## src/rtl/decode_queue.sv

```systemverilog
// decode_queue: instruction buffer with a registered MIPS decode stage.
// A DEPTH-entry circular FIFO of {instr, pc} feeds one output register that
// holds the decoded fields of the oldest instruction.
// Optional feature macro: DECODE_QUEUE_TRAP_EN enables decoding of the
// conditional trap instructions (SPECIAL funct 110xxx, REGIMM rt 01xxx).
// When it is undefined those encodings decode as reserved and trap stays 0.
//
// Handshake: a transfer happens on a rising edge where valid and ready are
// both high. A producer holds valid and its data until it sees ready.
// in_ready depends only on registered occupancy. It does not rise early
// because of a pop in the same cycle. out_* fields hold steady while out_valid
// is high and out_ready is low.
module decode_queue #(
   parameter int DEPTH = 4,
   parameter int PC_W  = 32
) (
   input  logic            clk,
   input  logic            reset,
   input  logic            flush,
   input  logic            in_valid,
   output logic            in_ready,
   input  logic [31:0]     in_instr,
   input  logic [PC_W-1:0] in_pc,
   output logic            out_valid,
   input  logic            out_ready,
   output logic [PC_W-1:0] out_pc,
   output logic [5:0]      out_op,
   output logic [5:0]      out_func,
   output logic [5:0]      out_waddr,
   output logic [5:0]      out_raddr1,
   output logic [5:0]      out_raddr2,
   output logic [25:0]     out_imm,
   output logic [10:0]     out_flags,
   output logic            out_reserved,
   output logic [4:0]      count
);

   localparam int PTR_W = (DEPTH > 1) ? $clog2(DEPTH) : 1;
   localparam int CNT_W = $clog2(DEPTH + 1);

   localparam logic [5:0] OP_SPECIAL  = 6'h00;
   localparam logic [5:0] OP_REGIMM   = 6'h01;
   localparam logic [5:0] OP_SPECIAL2 = 6'h1C;

   typedef struct packed {
      logic [5:0]  op;
      logic [5:0]  func;
      logic [5:0]  waddr;
      logic [5:0]  raddr1;
      logic [5:0]  raddr2;
      logic [25:0] imm;
      logic [10:0] flags;
      logic        reserved;
   } dec_t;

   // Decode one raw instruction word into the output-stage fields.
   // Flag order: {shamt, sext, jump, branch, load, store, mult, div, jal, trap, unsigned}.
   // jal marks every linking jump (JAL and JALR). mult also covers SPECIAL2 MUL.
   function automatic dec_t decode(input logic [31:0] instr);
      dec_t       d;
      logic [5:0] op;
      logic [5:0] fn;
      logic [4:0] rs;
      logic [4:0] rt;
      logic [4:0] rd;
      logic       legal;
      logic       wr_rd;
      logic       wr_rt;
      logic       wr_ra;
      logic       use_rs;
      logic       use_rt;
      logic       use_i16;
      logic       use_tgt;
      logic       f_shamt;
      logic       f_sext;
      logic       f_jump;
      logic       f_branch;
      logic       f_load;
      logic       f_store;
      logic       f_mult;
      logic       f_div;
      logic       f_jal;
      logic       f_trap;
      logic       f_uns;

      op       = instr[31:26];
      fn       = instr[5:0];
      rs       = instr[25:21];
      rt       = instr[20:16];
      rd       = instr[15:11];
      d        = '0;
      legal    = 1'b0;
      wr_rd    = 1'b0;
      wr_rt    = 1'b0;
      wr_ra    = 1'b0;
      use_rs   = 1'b0;
      use_rt   = 1'b0;
      use_i16  = 1'b0;
      use_tgt  = 1'b0;
      f_shamt  = 1'b0;
      f_sext   = 1'b0;
      f_jump   = 1'b0;
      f_branch = 1'b0;
      f_load   = 1'b0;
      f_store  = 1'b0;
      f_mult   = 1'b0;
      f_div    = 1'b0;
      f_jal    = 1'b0;
      f_trap   = 1'b0;
      f_uns    = 1'b0;

      case (op)
         OP_SPECIAL: begin
            casez (fn)
               6'h00, 6'h02, 6'h03: begin            // SLL SRL SRA
                  legal = 1'b1; wr_rd = 1'b1; use_rt = 1'b1; f_shamt = 1'b1;
               end
               6'h04, 6'h06, 6'h07,                  // variable shifts
               6'b100???, 6'h2A, 6'h2B: begin        // ALU, SLT, SLTU
                  legal = 1'b1; wr_rd = 1'b1; use_rs = 1'b1; use_rt = 1'b1;
               end
               6'h08: begin                          // JR
                  legal = 1'b1; use_rs = 1'b1; f_jump = 1'b1;
               end
               6'h09: begin                          // JALR
                  legal = 1'b1; wr_rd = 1'b1; use_rs = 1'b1; f_jump = 1'b1; f_jal = 1'b1;
               end
               6'h0C, 6'h0D: begin                   // SYSCALL BREAK
                  legal = 1'b1; use_rt = 1'b1;
               end
               6'h10, 6'h12: begin                   // MFHI MFLO
                  legal = 1'b1; wr_rd = 1'b1; use_rt = 1'b1;
               end
               6'h11, 6'h13: begin                   // MTHI MTLO
                  legal = 1'b1; use_rs = 1'b1; use_rt = 1'b1;
               end
               6'b0110??: begin                      // MULT MULTU DIV DIVU
                  legal = 1'b1; use_rs = 1'b1; use_rt = 1'b1;
                  f_mult = ~fn[1]; f_div = fn[1]; f_uns = fn[0];
               end
`ifdef DECODE_QUEUE_TRAP_EN
               6'b110???: begin                      // TGE..TNE
                  legal = 1'b1; use_rs = 1'b1; use_rt = 1'b1; f_trap = 1'b1;
               end
`endif
               default: ;
            endcase
         end
         OP_REGIMM: begin
            casez (rt)
               5'b0000?: begin                       // BLTZ BGEZ
                  legal = 1'b1; use_rs = 1'b1; use_i16 = 1'b1; f_sext = 1'b1; f_branch = 1'b1;
               end
`ifdef DECODE_QUEUE_TRAP_EN
               5'b01???: begin                       // TGEI..TNEI
                  legal = 1'b1; use_rs = 1'b1; use_i16 = 1'b1; f_sext = 1'b1; f_trap = 1'b1;
               end
`endif
               default: ;
            endcase
         end
         6'h02: begin                                // J
            legal = 1'b1; use_tgt = 1'b1; f_jump = 1'b1;
         end
         6'h03: begin                                // JAL links into r31
            legal = 1'b1; use_tgt = 1'b1; f_jump = 1'b1; f_jal = 1'b1; wr_ra = 1'b1;
         end
         6'h04, 6'h05: begin                         // BEQ BNE
            legal = 1'b1; use_rs = 1'b1; use_rt = 1'b1; use_i16 = 1'b1;
            f_sext = 1'b1; f_branch = 1'b1;
         end
         6'h06, 6'h07: begin                         // BLEZ BGTZ
            legal = 1'b1; use_rs = 1'b1; use_i16 = 1'b1; f_sext = 1'b1; f_branch = 1'b1;
         end
         6'h08, 6'h09, 6'h0A, 6'h0B: begin           // ADDI ADDIU SLTI SLTIU
            legal = 1'b1; wr_rt = 1'b1; use_rs = 1'b1; use_i16 = 1'b1; f_sext = 1'b1;
         end
         6'h0C, 6'h0D, 6'h0E: begin                  // ANDI ORI XORI
            legal = 1'b1; wr_rt = 1'b1; use_rs = 1'b1; use_i16 = 1'b1;
         end
         6'h0F: begin                                // LUI
            legal = 1'b1; wr_rt = 1'b1; use_i16 = 1'b1;
         end
         OP_SPECIAL2: begin
            if (fn == 6'h02) begin                   // MUL
               legal = 1'b1; wr_rd = 1'b1; use_rs = 1'b1; use_rt = 1'b1; f_mult = 1'b1;
            end
         end
         6'h20, 6'h21, 6'h23, 6'h24, 6'h25: begin    // LB LH LW LBU LHU
            legal = 1'b1; wr_rt = 1'b1; use_rs = 1'b1; use_i16 = 1'b1;
            f_sext = 1'b1; f_load = 1'b1; f_uns = op[2];
         end
         6'h28, 6'h29, 6'h2B: begin                  // SB SH SW
            legal = 1'b1; use_rs = 1'b1; use_rt = 1'b1; use_i16 = 1'b1;
            f_sext = 1'b1; f_store = 1'b1;
         end
         default: ;
      endcase

      d.op   = op;
      d.func = (op == OP_SPECIAL || op == OP_SPECIAL2) ? fn : 6'd0;
      if (legal) begin
         d.waddr  = wr_rd ? {1'b1, rd} : (wr_rt ? {1'b1, rt} : (wr_ra ? 6'h3F : 6'h00));
         d.raddr1 = use_rs ? {1'b1, rs} : 6'h00;
         d.raddr2 = use_rt ? {1'b1, rt} : 6'h00;
         if (f_shamt) begin
            d.imm = {21'd0, instr[10:6]};
         end else if (use_tgt) begin
            d.imm = instr[25:0];
         end else if (use_i16) begin
            d.imm = f_sext ? {{10{instr[15]}}, instr[15:0]} : {10'd0, instr[15:0]};
         end
         d.flags = {f_shamt, f_sext, f_jump, f_branch, f_load, f_store,
                    f_mult, f_div, f_jal, f_trap, f_uns};
      end else begin
         d.reserved = 1'b1;
      end
      return d;
   endfunction

   function automatic logic [PTR_W-1:0] next_ptr(input logic [PTR_W-1:0] p);
      return (p == PTR_W'(DEPTH - 1)) ? '0 : p + PTR_W'(1);
   endfunction

   logic [31:0]     mem_instr_q [DEPTH];
   logic [PC_W-1:0] mem_pc_q    [DEPTH];
   logic [PTR_W-1:0] wr_ptr_q, wr_ptr_d;
   logic [PTR_W-1:0] rd_ptr_q, rd_ptr_d;
   logic [CNT_W-1:0] fcnt_q, fcnt_d;
   logic             out_valid_q, out_valid_d;
   logic [PC_W-1:0]  out_pc_q, out_pc_d;
   dec_t             dec_q, dec_d;

   logic push;
   logic pop;
   logic out_load;
   logic fifo_empty;
   logic head_take;
   logic bypass;
   logic fifo_wr;

   assign in_ready   = (fcnt_q < CNT_W'(DEPTH));
   assign push       = in_valid && in_ready && !flush;
   assign pop        = out_valid_q && out_ready;
   assign out_load   = !out_valid_q || pop;
   assign fifo_empty = (fcnt_q == '0);
   // The output register pulls from the FIFO head whenever it has room.
   // With an empty FIFO a new push skips storage and decodes straight in.
   assign head_take  = out_load && !fifo_empty;
   assign bypass     = out_load && fifo_empty && push;
   assign fifo_wr    = push && !bypass;

   // Next-state for pointers, occupancy and the decoded output stage. flush wins.
   always_comb begin
      wr_ptr_d    = wr_ptr_q;
      rd_ptr_d    = rd_ptr_q;
      fcnt_d      = fcnt_q;
      out_valid_d = out_valid_q;
      out_pc_d    = out_pc_q;
      dec_d       = dec_q;
      if (fifo_wr) begin
         wr_ptr_d = next_ptr(wr_ptr_q);
      end
      if (head_take) begin
         rd_ptr_d = next_ptr(rd_ptr_q);
      end
      case ({fifo_wr, head_take})
         2'b10:   fcnt_d = fcnt_q + CNT_W'(1);
         2'b01:   fcnt_d = fcnt_q - CNT_W'(1);
         default: ;
      endcase
      if (out_load) begin
         out_valid_d = head_take || bypass;
         if (head_take) begin
            dec_d    = decode(mem_instr_q[rd_ptr_q]);
            out_pc_d = mem_pc_q[rd_ptr_q];
         end else if (bypass) begin
            dec_d    = decode(in_instr);
            out_pc_d = in_pc;
         end
      end
      if (flush) begin
         wr_ptr_d    = '0;
         rd_ptr_d    = '0;
         fcnt_d      = '0;
         out_valid_d = 1'b0;
      end
   end

   // Control and output-stage registers with synchronous reset.
   always_ff @(posedge clk) begin
      if (reset) begin
         wr_ptr_q    <= '0;
         rd_ptr_q    <= '0;
         fcnt_q      <= '0;
         out_valid_q <= 1'b0;
         out_pc_q    <= '0;
         dec_q       <= '0;
      end else begin
         wr_ptr_q    <= wr_ptr_d;
         rd_ptr_q    <= rd_ptr_d;
         fcnt_q      <= fcnt_d;
         out_valid_q <= out_valid_d;
         out_pc_q    <= out_pc_d;
         dec_q       <= dec_d;
      end
   end

   // FIFO storage; contents need no reset because occupancy guards every read.
   always_ff @(posedge clk) begin
      if (fifo_wr && !reset) begin
         mem_instr_q[wr_ptr_q] <= in_instr;
         mem_pc_q[wr_ptr_q]    <= in_pc;
      end
   end

   assign out_valid    = out_valid_q;
   assign out_pc       = out_pc_q;
   assign out_op       = dec_q.op;
   assign out_func     = dec_q.func;
   assign out_waddr    = dec_q.waddr;
   assign out_raddr1   = dec_q.raddr1;
   assign out_raddr2   = dec_q.raddr2;
   assign out_imm      = dec_q.imm;
   assign out_flags    = dec_q.flags;
   assign out_reserved = dec_q.reserved;
   assign count        = 5'(fcnt_q) + 5'(out_valid_q);

endmodule

```

## config.mk

```make
export PLATFORM = sky130hd
export DESIGN_NAME = decode_queue
export DESIGN_NICKNAME = d
export VERILOG_FILES = /design/src/rtl/decode_queue.sv
export SDC_FILE = /design/constraint.sdc
export NUM_CORES = 1
export LEC_CHECK = 0
export CAP_MARGIN = 15
export CORE_MARGIN = 2
export CORE_UTILIZATION = 35
export CTS_CLUSTER_SIZE = 12
export DETAILED_ROUTE_END_ITERATION = 6
export MAX_ROUTING_LAYER = met4
export PLACE_DENSITY = 0.65
export SYNTH_ARGS = -nofsm -noshare
export SYNTH_HDL_FRONTEND = slang
export SYNTH_SLANG_ARGS = --single-unit
```

## constraint.sdc

```tcl
create_clock -name clk -period 5.4 [get_ports clk]
set_clock_uncertainty 0.05 [all_clocks]
set_input_delay 0.81 -clock clk [delete_from_list [all_inputs] [get_ports clk]]
set_output_delay 0.81 -clock clk [all_outputs]
set_load 0.1 [all_outputs]
```

# Word level (Yosys, flattened, before mapping)
# Memories as Yosys holds them, arrays and structs flattened. A register that Yosys moved wholly into a read port is not among the register bits.
# Index checks and enable logic that the tools add are counted.
# op_classes
n_addsub	5
n_mul	0
div_mod_pow	0
order_cmp	1
n_eq_ne	86
n_shift	0
mux	147
bitwise_logic	2
reduce_logical	60
# op_table
op	count
$mux 26	8
$eq 6x4->1 const B	24
$mux 68	2
$eq 6x6->1 const B	20
$mux 55	2
$mux 1	92
$eq 6x3->1 const B	14
$mux 6	12
$mux 32	2
$reduce_or 16->1	4
$eq 6x5->1 const B	10
$eq 6x2->1 const B	8
$reduce_or 22->1	2
$reduce_or 20->1	2
$reduce_or 19->1	2
$reduce_or 18->1	2
$pmux 1 s2	16
$reduce_or 13->1	2
$logic_not 6->1	4
$reduce_or 12->1	2
$reduce_or 11->1	2
$reduce_or 5->1	4
$pmux 1 s4	4
$eq 6x1->1 const B	2
other kinds (23)	59
# totals
ff_bits	108
latch_bits	0
mem_bits_rw	256
romBits	0
inputBits	69
wordCells	316
memories	2
# memory_table
name	words	word_bits	rd	rd_ports_with_merged_regs	wr	line	source
mem_instr_q	4	32	1	1	1	225	logic [31:0] mem_instr_q [DEPTH];
mem_pc_q	4	32	1	1	1	226	logic [PC_W-1:0] mem_pc_q [DEPTH];

# Logic depth before layout (Yosys ltp)
# logic_depth
depth_word	14
mapped_depth	11
ltp_nobuf	10

# Least setup slack after synthesis
# No wires, ideal clock.
# synth_timing
path_type	register to register
startpoint	reg out_valid_q, in the netlist out_valid
endpoint	mem mem_instr_q[0][0], enable pin
setup_time_ns	0.429
arrival_time_ns	3.482
required_ns	4.921
setup_slack_ns	1.439
stages_incl_launch_ff	7
n_path_buf	1
synth_period_minus_slack_ns	3.961
path_cell_list	dfxtp_1 -> nor2b_1 -> nor2_1 -> or3_1 -> clkbuf_1 -> nor2_1 -> and2_1
# synth_via
elab_chain_len	9
# synth_lines
item	line	source
from (decl)	230	logic out_valid_q, out_valid_d;
from (signal assigned)	303	out_valid_q <= out_valid_d;
$logic_not 1->1 / $logic_and 1x1->1 (equally long branches)	245, 244	
$logic_or 1x1->1 *	245	assign out_load = !out_valid_q || pop;
$logic_and 1x1->1 * (2 in series)	250	assign bypass = out_load && fifo_empty && push;
$logic_not 1->1 *	251	assign fifo_wr = push && !bypass;
$logic_and 1x1->1 *	251	
$logic_and 1x1->1 *	311	if (fifo_wr && !reset) begin
$mux 1 *	311	
$mux 1 (not written as such) *	312	mem_instr_q[wr_ptr_q] <= in_instr;
to (decl)	225	
# Every way passes the cells marked *; elsewhere a longest branch is shown, timed or not.

# Worst setup path in the final report
# layout_timing
startpoint	in in_instr[18]
endpoint	reg dec_q, in the netlist out_imm[17]
# layout_via
elab_chain_len	13
# layout_lines
item	line	source
from (decl)	22	input logic [31:0] in_instr,
$logic_not 4->1 *	150	casez (rt)
$mux 1 *	150	
$pmux 1 s2	112	case (op)
$mux 1	277	end else if (bypass) begin
$mux 1	274	if (head_take) begin
$mux 1	272	if (out_load) begin
$mux 26	211	d.imm = f_sext ? {{10{instr[15]}}, instr[15:0]} : {10'd0, instr[15:0]};
$mux 26	210	end else if (use_i16) begin
$mux 26	208	end else if (use_tgt) begin
$mux 26	206	if (f_shamt) begin
$mux 55 *	202	if (legal) begin
$mux 68 *	277	
$mux 68 *	274	
to (signal assigned)	298	dec_q <= '0;
to (signal assigned)	305	dec_q <= dec_d;
to (decl)	232	dec_t dec_q, dec_d;
# Every way passes the cells marked *; elsewhere a longest branch is shown, timed or not. The select of a mux whose other input is x is not followed.
# A chain may end at the register's enable or synchronous reset.

==> metrics.txt <==
wirelength, routed=43300 µm; Setup Crit Path Kind=input pin to register; CP max FO=10; # nets final=1339; CTS Buf Count=41; # rows=76; Worst Tran Pin Value=1.10 ns; Via density=5.57; Pint=4.82 mW; final setup vio count=0; Total GRT Usage=0.193; post-synthesis sequential area ratio=0.639; cts hold-fix bufs=0; Finished Cell Area=19100 µm²; Yosys reg bits=365; Post-Synthesis Cells=around 1100; Sw Share=0.254; GR Overflow Total=0; Worst-path clk slew=0.06 ns; CTS Sinks=365; height of the die=214 µm; final period utilization=0.729; Layout area overhead=23.8%; post-CTS sizing=0; IO buf count=around 170; Clock Root Buffer=clkbuf_16; HPWL after DPL=roughly 28000 µm; Worst slew margin=0.255; FFs w/ async S/R, synth=0; Comb pwr share=0.109; Max-cap violations=0; Starting DRT DRC Count=992; leakage power=between 6 and 7 nW; vias in the first global route=10600; syn_area_per_cell=~14 µm²; pre-CTS setup slack=1.09 ns; Worst setup EP type=register; VDD IR-drop max=0.000208 V; CTS Buffer Depth=3; crit start category=input pin; Final Worst Setup Slack=between 1 and 1.5 ns; via count=~10000; hold path depth=2; net switching power=1.64 mW; CP Data Arrival Time=4.34 ns; Required @ worst endpoint=5.81 ns; die area=~46000 µm²; total power=6.47 mW; initial antenna violation count=5; final non-filler cell total=1883; Core Region=43300 µm²; routability cong.=0.871; drt drc=0; EDFF count, synth=about 260; top_reg_cell synth=edfxtp_1; Starting Density=0.357; Placed Instances=1803; Clk network pwr share=0.417; worst skew pair latency=between 0.5 and 0.6 ns; Final min period=3.93 ns; ratio of cells with drive above 1 in the final layout=0.156; RSZ-0062 raised after global routing=no; final hold slack=approximately 0.40 ns; post-route setup TNS=0 ns; Die X=214 µm; layout filler cell count=3906; I/O pin total=176; postcts setup bufs=0; Cell Area, Synth=~15000 µm²; drt wl/cell=23.0 µm; drt pass-1 iters=6; Max Clock Freq=254 MHz; Sequential Power Share=0.474; library cells used by synthesis=71; pwr dens=338 nW/µm²; Post-Route Utilization=0.442; Ys Warns=0; multi-input logic area=about 5100 µm²; Register Area=9880 µm²; H-tree Lvls=2; post-placement cell area=17800 µm²; first-pass GRT wire length=65900 µm; largest net degree at the start of global routing=75; R2R depth=8; Hold/Removal Path Class=register to register; CTS tree=yes; status=finished, final reports clean; Slew Limit Fails=0; Routed Antenna Nets=0; final hold vios=0
-- Yosys cell counts (11+ instances only) --
cell / n / share of area
nand2_1: 61 / 0.015
a31oi_1: 13 / 0.0053
inv_1: 19 / 0.0046
and2_1: 16 / 0.0065
nor2_1: 86 / 0.021
nand3_1: 33 / 0.011
a21oi_1: 71 / 0.023
dfxtp_1: 109 / 0.14
o22ai_1: 14 / 0.0057
a311oi_2: 22 / 0.021
nand2b_1: 11 / 0.0045
edfxtp_1: 256 / 0.50
clkbuf_1: 70 / 0.017
o221ai_1: 37 / 0.021
nor3_1: 24 / 0.0078
a211oi_1: 29 / 0.014
mux4_2: 64 / 0.093
o21ai_0: 28 / 0.0091
-- cell families (layout without fill, tap and decap cells) --
kind of cell | Yosys count | after routing | synth area share
other cells | 1 | 8 | 0.000243
mux | 66 | 66 | 0.0947
buf+inv | 110 | 291 | 0.0300
xor+xnor | 4 | 4 | 0.00227
simple gates | 268 | 268 | 0.0825
flops | 365 | 365 | 0.639
compound gates | 287 | 287 | 0.143
fa+ha+maj | 9 | 9 | 0.00778
-- area by class of cell --
cell class / count / area share
sequential: 365 / 0.517
multi-input combinational: 636 / 0.269
antenna: 6 / 0.000785
timing repair buffer: 198 / 0.104
clock buffer: 65 / 0.0642
tap: 585 / 0.0383
inverter: 19 / 0.00373
clock inverter: 9 / 0.00419
-- path summary, 6_finish.rpt --
kind              slack, ns         start           to
setup / recovery       1.47  in_instr[18]  out_imm[17]
hold / removal         0.40     out_pc[9]    out_pc[9]
setup reg to reg       1.51      register   out_imm[6]
hold reg to reg        0.40     out_pc[9]    out_pc[9]
-- critical path, stage by stage --
cell and delay [ns]:
clkdlybuf4s50_1 0.56, nor4_1 0.66, a31oi_1 0.26, a2111oi_0 0.95
a21oi_1 0.18, a211oi_1 0.26, buf_4 0.24, o21ai_0 0.14
a311oi_2 0.28
-- sequential cells by signal, indices dropped and copies added (netlist names), named ones only --
register / count
out_raddr2: 6
out_op: 6
out_func: 6
out_waddr: 6
mem_instr_q: 128
out_pc: 32
out_reserved: 1
rd_ptr_q: 2
out_valid: 1
wr_ptr_q: 2
mem_pc_q: 128
out_raddr1: 6
out_flags: 10
out_imm: 26
fcnt_q: 3
-- layer usage --
| metal | vias to the layer above | track usage | share of wire |
|---|---|---|---|
| met5 | - | - | 0 |
| li1 | 4704 | - | - |
| met2 | 477 | 0.291 | 0.46 |
| met1 | 5229 | 0.257 | 0.43 |
| met3 | 82 | 0.0406 | 0.081 |
| met4 | 0 | 0.0737 | 0.031 |
-- power by group through the flow --
stage               combinational, mW  clock (mW)  sequential (mW)
global placement                0.696           0             3.13
global route                    0.735        2.87             3.07
CTS                             0.705        2.75             3.07
floorplan                       0.169           0             3.43
detailed placement              0.703           0             3.13
finish                          0.703        2.70             3.07
-- placed cells by master, fill, tap and decap left out, drive strengths merged, types with 5 or more instances in the layout --
| master | instances |
|---|---|
| a211oi | 31 |
| a21oi | 71 |
| a221oi | 9 |
| a22o | 5 |
| a311oi | 24 |
| a31oi | 13 |
| a32oi | 6 |
| a41oi | 5 |
| and2 | 16 |
| and3 | 6 |
| buf | 26 |
| clkbuf | 65 |
| clkdlybuf4s50 | 172 |
| clkinv | 7 |
| dfxtp | 109 |
| diode | 6 |
| edfxtp | 256 |
| ha | 8 |
| inv | 19 |
| mux4 | 64 |
| nand2 | 61 |
| nand2b | 11 |
| nand3 | 33 |
| nor2 | 86 |
| nor2b | 7 |
| nor3 | 25 |
| o211ai | 11 |
| o21ai | 29 |
| o21bai | 6 |
| o221ai | 37 |
| o22ai | 14 |
No activity file was read; power rests on OpenSTA's default activity.
